<file path="src/rtl/frame_gen_pkg.sv">
// Shared encodings for the frame generator / checker pair: pattern selects,
// pixel levels, checker FSM states and a saturating counter helper.
package frame_gen_pkg;

    localparam logic [2:0] SEL_STRAPS = 3'b000;
    localparam logic [2:0] SEL_CHOCO  = 3'b001;
    localparam logic [2:0] SEL_GRAD   = 3'b010;
    localparam logic [2:0] SEL_CHECK  = 3'b011;
    localparam logic [2:0] SEL_CUBES  = 3'b110;
    localparam logic [2:0] SEL_LOGO   = 3'b111;

    localparam logic [7:0] LVL_0 = 8'h00;
    localparam logic [7:0] LVL_1 = 8'h55;
    localparam logic [7:0] LVL_2 = 8'hAA;
    localparam logic [7:0] LVL_3 = 8'hFF;

    typedef enum logic [1:0] {
        IDLE  = 2'd0,
        FRAME = 2'd1,
        LINE  = 2'd2,
        DONE  = 2'd3
    } state_t;

    function automatic logic [15:0] sat_inc16(input logic [15:0] v);
        return (v == 16'hFFFF) ? v : v + 16'd1;
    endfunction

endpackage

</file>
<file path="src/rtl/frame_expected_pix.sv">
// Combinational expected-pixel model for the analytic patterns (straps and
// checkers); chk_en is low for patterns that carry no value check.
module frame_expected_pix
    import frame_gen_pkg::*;
#(
    parameter int DVAL_HIGH = 640,
    parameter int ROW_COUNT = 480
) (
    input  logic [2:0]  sel,
    input  logic [15:0] x,
    input  logic [15:0] y,
    output logic [7:0]  exp,
    output logic        chk_en
);

    localparam logic [31:0] ROWS  = 32'(ROW_COUNT);
    localparam logic [31:0] COL_W = 32'(DVAL_HIGH / 8);
    localparam logic [31:0] ROW_H = (ROW_COUNT / 8 > 0) ? 32'(ROW_COUNT / 8) : 32'd1;

    logic [3:0]  band;
    logic [2:0]  col;
    logic [31:0] row;
    logic        odd;

    always_comb begin
        // Scan downwards so the last hit is the smallest qualifying k.
        band = 4'd15;
        for (int k = 16; k >= 1; k--) begin
            if ({16'd0, y} < (ROWS * 32'(k)) / 32'd16) band = 4'(k - 1);
        end
        col = 3'd7;
        for (int k = 8; k >= 1; k--) begin
            if ({16'd0, x} <= COL_W * 32'(k)) col = 3'(k - 1);
        end
        row = {16'd0, y} / ROW_H;
        odd = ((row + {29'd0, col}) & 32'd1) != 32'd0;

        exp    = LVL_0;
        chk_en = 1'b0;
        case (sel)
            SEL_STRAPS: begin
                chk_en = 1'b1;
                case (band & 4'd3)
                    4'd0:    exp = LVL_0;
                    4'd1:    exp = LVL_1;
                    4'd2:    exp = LVL_2;
                    default: exp = LVL_3;
                endcase
            end
            SEL_CHECK: begin
                chk_en = 1'b1;
                exp    = odd ? LVL_3 : LVL_0;
            end
            default: ;
        endcase
    end

endmodule

</file>
<file path="config.mk">
export PLATFORM = sky130hd
export DESIGN_NAME = frame_expected_pix
export DESIGN_NICKNAME = d
export VERILOG_FILES = /design/src/rtl/frame_gen_pkg.sv /design/src/rtl/frame_expected_pix.sv
export SDC_FILE = /design/constraint.sdc
export NUM_CORES = 1
export LEC_CHECK = 0
export ABC_AREA = 1
export CAP_MARGIN = 20
export CORE_ASPECT_RATIO = 0.9
export CORE_MARGIN = 2
export CORE_UTILIZATION = 35
export DETAILED_ROUTE_END_ITERATION = 7
export PLACE_DENSITY = 0.57
export REMOVE_ABC_BUFFERS = 1
export SYNTH_ARGS = -nofsm -noshare
export SYNTH_HDL_FRONTEND = slang
export SYNTH_SLANG_ARGS = --single-unit
</file>
<file path="constraint.sdc">
create_clock -name vclk -period 14.3
set_input_delay 2.86 -clock vclk [all_inputs]
set_output_delay 2.86 -clock vclk [all_outputs]
set_load 0.03 [all_outputs]
</file>
* Yosys cells after proc, flatten, opt, wreduce, memory -nomap -nowiden
Index checks and enable logic that the tools add are counted.
** Word-level totals
- Flip-flop bits (word level) :: 0
- Output and inout port bits :: 9
- Word-level logic and storage cells :: 56
- Bits of input ports :: 35
** Operators by class
- Add/sub/neg operators :: 1
- Divide/modulo/power cells :: 1
- Reduce and logical (&&, ||, !) cells :: 3
- Eq/ne operators :: 3
- $lt $le $gt $ge :: 22
- Multiplexer cells :: 26
** Operators with widths (count)
- $lt 16x9->1 const B :: 7
- $lt 16x8->1 const B :: 4
- $le 16x9->1 const B :: 3
- $div 16x6->32 const B :: 1
- $le 16x8->1 const B :: 2
- $lt 16x7->1 const B :: 2
- $mux 2 :: 14
- $pmux 8 s3 :: 1
- $le 16x10->1 const B :: 1
- $le 16x7->1 const B :: 1
- $lt 16x5->1 const B :: 1
- $lt 16x6->1 const B :: 1
- $pmux 8 s2 :: 1
- $mux 1 :: 9
- $mux 8 :: 1
- $logic_not 4->1 :: 1
- $eq 3x2->1 const B :: 1
- $logic_not 3->1 :: 1
- $eq 2x1->1 const B :: 1
- $eq 2x2->1 const B :: 1
- $reduce_or 2->1 :: 1
- $add 1x1->1 :: 1

* Depth between registers and ports, before layout
Gate-level depths: netlist (run 1).
- Depth after elaboration :: 19
- Depth in mapped cells :: 53
- Gate-level depth less buffers :: 51

* Least setup slack after synthesis (run 1)
OpenSTA, ideal clock, no wires.
- Path kind :: input to output
- From :: in y[12]
- To :: out exp[2]
- Buffers on the path :: 2
- Stages on the path :: 48
- Data arrival time :: 7350 ps
- Required time :: 11440 ps
- Slack :: 4090 ps
- Path through :: buf_2 nand2_2 nor2_4 ha_1 inv_1 nand4_1 nand2_1 nand3_2 nand2_1 nand2_1 nor2_2 nand3_2 nand2_2 nand3_4 o21ai_4 nand2_2 nand2_2 inv_1 [12 not listed] o21bai_1 nand2_1 nand2_1 nand2_1 nor2_4 nand2_1 nand2_1 nand2_2 nor2_4 o211ai_1 o21ai_0 inv_1 nand3_1 nand2_1 nand2_1 nand2_1 nand2_1 buf_4
** Between the ends
- Word-level cells in the longest chain between the ends :: 19
- Elaborated cells on any way between the ends :: 38
- Those cells by class :: add/sub (1); div (1); order compare (15); eq/ne (2); mux (18); reduce/logical (1)
** RTL lines
- from (decl) :: RTL line frame_expected_pix.sv:11 : input logic [15:0] y,
- branches (longest 18 deep; another with $div 16x6->32)
- $pmux 8 s2 * :: RTL line frame_expected_pix.sv:40 : case (sel)
- to (decl) :: RTL line frame_expected_pix.sv:12 : output logic [7:0] exp,
Mark *: on every way between the ends.

* Worst setup path in the final report (run 1)
- From :: in y[12]
- To :: out exp[1]
Same word-level chain as after synthesis.

==> summary.txt, run 1 <==
Status
  • Status: completed

Critical path
  • CP Max Fanout: 8
  • Data arrival time of the critical path: 8850 ps
  • CP max stage delay: 690 ps
  • Startpoint type of the worst setup path: input port
  • Critical path's slowest cell: clkdlybuf4s50_1
  • Worst Setup End Kind: output pin
  • Crit path kind: in2out
  • Most Frequent Cell on Critical Path: nand2_1
  • WP data required: 11440 ps

STA
  • Max-slew headroom: 0.6521
  • Final Hold Viols: 0
  • Final setup TNS: 0 ps
  • Max-slew violations: 0
  • Crit share post-route: 0.8192
  • Fmax: 85.36 MHz
  • Unrepaired setup endpoints after global routing: no
  • Final min period: 11710 ps
  • Slew @ Worst Pin: 520.3 ps
  • Setup violators final: 0

Final layout
  • FF/Latch Area: 0 µm²
  • Layout fillers: 580
  • Num sequential: 0
  • N_diodes: 0
  • Nets: 431
  • Layout cell share with drive strength beyond 1: 0.1654
  • Most frequent cells in the layout: nand2_1, inv_1, clkdlybuf4s50_1, nand3_1, nor2_1
  • Clock buf count: 0
  • Commonest non-fill, non-tap cell in the layout: nand2_1
  • Area grow syn2layout: 23.77%

Detailed routing
  • ANT nets after route: 0
  • Via density per instance: 5.052
  • Met2 WL: 2.226 mm
  • Wire per inst: 10.73 µm
  • Drc violations: 0
  • Met3 WL: 170 µm
  • Vias: 2324
  • Detailed Route Iter0 Violations: 86
  • Highest routed layer: met4
  • Routed WL: 4.938 mm
  • M1 WL: 2.526 mm
  • DR pass1 iterations: 4

Placement
  • Gpl congestion: 0.9140
  • Port Buf Inserts: 43
  • HPWL after DPL: 4.231 mm

Global route
  • GR Overflow Total: 0
  • Largest net degree at the start of global routing: 16
  • Total track usage: 0.1570
  • Via count of the first global-routing pass: 1895
  • First-pass GRT wire length: 7.935 mm
  • Initial antenna violation count: 0

Pwr
  • Peak supply drop: 0.00003040 V
  • Leak: 1.161 nW
  • PD cells: 82.99 nW/µm²
  • Power Total: 0.1930 mW

Synthesis
  • Yosys warns: 0
  • Seq/Total Area, Yosys: 0
  • Synth cell types: 37
  • Cells after Synth: 361
  • Mapped cell area: 1879 µm²
  • Syn avg cell area: 5.206 µm²

CTS
  • Hold buffer count at CTS: 0
  • Post_cts resized: 0
  • Post-CTS setup buffers: 0

Die
  • Core area: 5224 µm²
  • Area of the die: 5972 µm²
  • I/O pin count: 44
  • Starting density of the core: 0.3598
  • Die Ht: 73.52 µm
  • DIE WIDTH: 81.24 µm
  • Core Rows: 25

Min path
  • Hold Path Class: in2out

Run
  • Total of max-cap violations: 0
## logic make-up (layout without fill, tap and decap cells)
kind of cell / Yosys count / after routing / share of synthesized area
xor gates and xnor gates: 2 / 2 / 0.009323
and+or+nand+nor: 234 / 234 / 0.6385
AOI/OAI and AO/OA: 51 / 51 / 0.1858
buffers and inverters: 73 / 105 / 0.1598
adders and majority gates: 1 / 1 / 0.006657
## critical path: cells and delay by family
| kind | cells | cell delay (ps) |
|---|---|---|
| simple gates | 43 | 3930 |
| compound gates | 1 | 220 |
| fa+ha+maj | 1 | 230 |
| buf+inv | 6 | 1590 |
## path summary, 6_finish.rpt
path    from  slack, ps      to  depth (start not counted)
max    y[12]       2590  exp[1]                         51
min   sel[1]       7030  exp[2]                          6
## cell usage after synthesis (2+ instances only)
cell | number | area share
nand3_1 | 33 | 0.088
nor2_2 | 6 | 0.020
nand2_1 | 95 | 0.19
nand2_2 | 21 | 0.070
nand4_1 | 10 | 0.033
inv_2 | 10 | 0.020
nand3_2 | 10 | 0.053
o21ai_0 | 15 | 0.040
buf_2 | 3 | 0.0080
xor2_1 | 2 | 0.0093
a31oi_1 | 3 | 0.010
o31ai_1 | 5 | 0.020
nand4_2 | 3 | 0.020
o211ai_1 | 5 | 0.020
nand3b_1 | 3 | 0.012
o21bai_4 | 2 | 0.020
o21ai_1 | 3 | 0.0080
inv_1 | 51 | 0.10
buf_4 | 6 | 0.024
o21ai_2 | 2 | 0.0093
clkbuf_1 | 2 | 0.0040
nor2_4 | 6 | 0.036
nor4_1 | 3 | 0.010
nor2_1 | 32 | 0.064
a21oi_1 | 10 | 0.027
nor3_1 | 9 | 0.024
## metrics by stage
stage | setup WS (ps) | utilization | hold slack [ps] | cell area (µm²) | std cells
finish | 2585 | 0.4453 | 7032 | 2326 | 460
global route | 1855 | 0.4453 | 7127 | 2326 | 460
CTS | 2588 | 0.4453 | 7049 | 2326 | 460
detailed placement | 2598 | 0.4453 | 7052 | 2326 | 460
global placement | 2690 | 0.4453 | 7044 | 2326 | 460
floorplan | 3968 | - | 6027 | 1812 | 350
## report_power, final
| group | switching [mW] | total [mW] | internal (mW) |
|---|---|---|---|
| registers | 0 | 0 | 0 |
| logic | 0.121 | 0.193 | 0.0725 |
| clock network | 0 | 0 | 0 |
| total | 0.121 | 0.193 | 0.0725 |
## routing by layer
| metal | up-vias | global-route usage |
|---|---|---|
| met2 | 31 | 0.2792 |
| li1 | 1253 | - |
| met1 | 1038 | 0.2221 |
| met4 | 0 | 0.005650 |
| met5 | - | 0 |
| met3 | 2 | 0.004914 |
## cell type report
cell class         count  area, µm²  share of cell area
multi-input cells    288       1579              0.6789
well taps             67      83.83             0.03604
repair buffers        43      430.4              0.1850
inverters             62      232.7              0.1001
Power figures use the tool's default switching activity.
==> run 2: changes to the inputs <==
PLACE_DENSITY = 0.6   (was 0.57)
clock period = 10.1 ns   (was 14.3 ns; I/O delays follow)
==> summary.txt, run 2 (synthesis gave the netlist of run 1 again) <==
Status
  • Status: completed

Global route
  • Total track usage: 0.1719 (+0.01486)
  • Largest net degree at the start of global routing: 13 (-3)
  • First-pass GRT wire length: 8.742 mm (+10%)
  • Initial antenna violation count: 0 (unchanged)
  • GR Overflow Total: 0 (unchanged)
  • Via count of the first global-routing pass: 2126 (+12%)

Die
  • Core area: 5224 µm² (unchanged)
  • I/O pin count: 44 (unchanged)
  • Starting density of the core: 0.3598 (unchanged)
  • Die Ht: 73.52 µm (unchanged)
  • Core Rows: 25 (unchanged)
  • Area of the die: 5972 µm² (unchanged)
  • DIE WIDTH: 81.24 µm (unchanged)

Final layout
  • Area grow syn2layout: 24.43%
  • Nets: 434 (+0.70%)
  • Most frequent cells in the layout: nand2_1, inv_1, clkdlybuf4s50_1, nand3_1, nor2_1
  • Layout cell share with drive strength beyond 1: 0.1818 (+0.01642)
  • Layout fillers: 554 (-4.5%)
  • N_diodes: 0 (unchanged)
  • Commonest non-fill, non-tap cell in the layout: nand2_1
  • Fin area: 2338 µm² (+0.54%)
  • Clock buf count: 0 (unchanged)
  • Num sequential: 0 (unchanged)
  • Fin cells: 463 (+0.65%)
  • FF/Latch Area: 0 µm² (unchanged)

Detailed routing
  • M1 WL: 2.371 mm (-6.1%)
  • ANT nets after route: 0 (unchanged)
  • Vias: 2348 (+1.0%)
  • Via density per instance: 5.071 (+0.38%)
  • Wire per inst: 10.75 µm (about the same)
  • Routed WL: 4.975 mm (+0.75%)
  • Met3 WL: 262 µm (+54%)
  • DR pass1 iterations: 4 (unchanged)
  • Met2 WL: 2.341 mm (+5.2%)
  • Highest routed layer: met3
  • Drc violations: 0 (unchanged)
  • Detailed Route Iter0 Violations: 109 (+27%)

Critical path
  • Data arrival time of the critical path: 7410 ps (-1440 ps)
  • Critical path's slowest cell: clkdlybuf4s50_1
  • WP data required: 8080 ps (-3360 ps)
  • Startpoint type of the worst setup path: input port
  • Crit path kind: in2out
  • CP Max Fanout: 6 (-2)
  • Most Frequent Cell on Critical Path: nand2_1
  • CP max stage delay: 550 ps (-140 ps)
  • Worst Setup End Kind: output pin

Placement
  • HPWL after DPL: 4.231 mm (about the same)
  • Placed Cells: 463 (+0.65%)
  • Gpl congestion: 0.8878 (-2.9%)
  • Placed cell area: 2349 µm² (+0.97%)
  • Port Buf Inserts: 43 (unchanged)

STA
  • Fmax: 106.0 MHz
  • Unrepaired setup endpoints after global routing: yes
  • Final Hold Viols: 0 (unchanged)
  • Max-slew headroom: 0.6679 (+0.01583)
  • Final setup TNS: 0 ps (unchanged)
  • Max-slew violations: 0 (unchanged)
  • Final min period: 9433 ps
  • Setup violators final: 0 (unchanged)
  • Slew @ Worst Pin: 496.6 ps (-23.67 ps)
  • Crit share post-route: 0.9340

Pwr
  • Peak supply drop: 0.00004063 V (+34%)
  • PD cells: 115.7 nW/µm² (+39%)
  • Leak: 1.240 nW (+6.9%)

Min path
  • Hold Crit Depth: 6 (unchanged)
  • Hold Path Class: in2out

CTS
  • Hold buffer count at CTS: 0 (unchanged)

Run
  • Total of max-cap violations: 0 (unchanged)
==> run 2: where the power goes <==
part	internal, mW	switching, mW	total (mW)
sequential	0	0	0
clock	0	0	0
combinational	0.100	0.170	0.271
==> run 2: area by class of cell <==
cell class,count,area [µm²],area share
Inverter,62,232.7,0.09952
Multi-Input combinational cell,288,1579,0.6752
Timing Repair Buffer,46,442.9,0.1894
Tap cell,67,83.83,0.03585
==> run 2: worst paths after layout <==
| path | start | to |
|---|---|---|
| setup / recovery | y[14] | exp[1] |
| hold / removal | sel[1] | exp[6] |
==> run 2: timing repair <==
action | CTS | global route
setup buffers | 0 | 0
endpoints found under the setup margin | 0 | 8
gates resized for setup | 0 | 12
==> run 2: layer usage <==
metal | vias to the layer above | GRT usage
met2 | 66 | 0.3297
li1 | 1252 | -
met4 | 0 | 0.003766
met1 | 1030 | 0.2243
met5 | - | 0
met3 | 0 | 0.006143
==> run 2: metrics by stage <==
stage	hold WS, ps	util	power, mW	worst slack, ps
global route	5009	0.4477	0.3053	-54.35
detailed placement	5367	0.4496	0.2741	266.3
CTS	5365	0.4496	0.2752	248.3
finish	4953	0.4477	0.2706	666.8
floorplan	4347	-	0.2132	1448
global placement	5344	0.4496	0.2710	326.9
==> run 2: worst max-delay path, delay by kind of cell <==
| kind | cells | cell delay (ps) |
|---|---|---|
| AO/OA/AOI/OAI | 4 | 560 |
| AND/OR/NAND/NOR | 35 | 3350 |
| buffers and inverters | 7 | 1250 |
| adder cells (fa/ha/maj) | 1 | 230 |
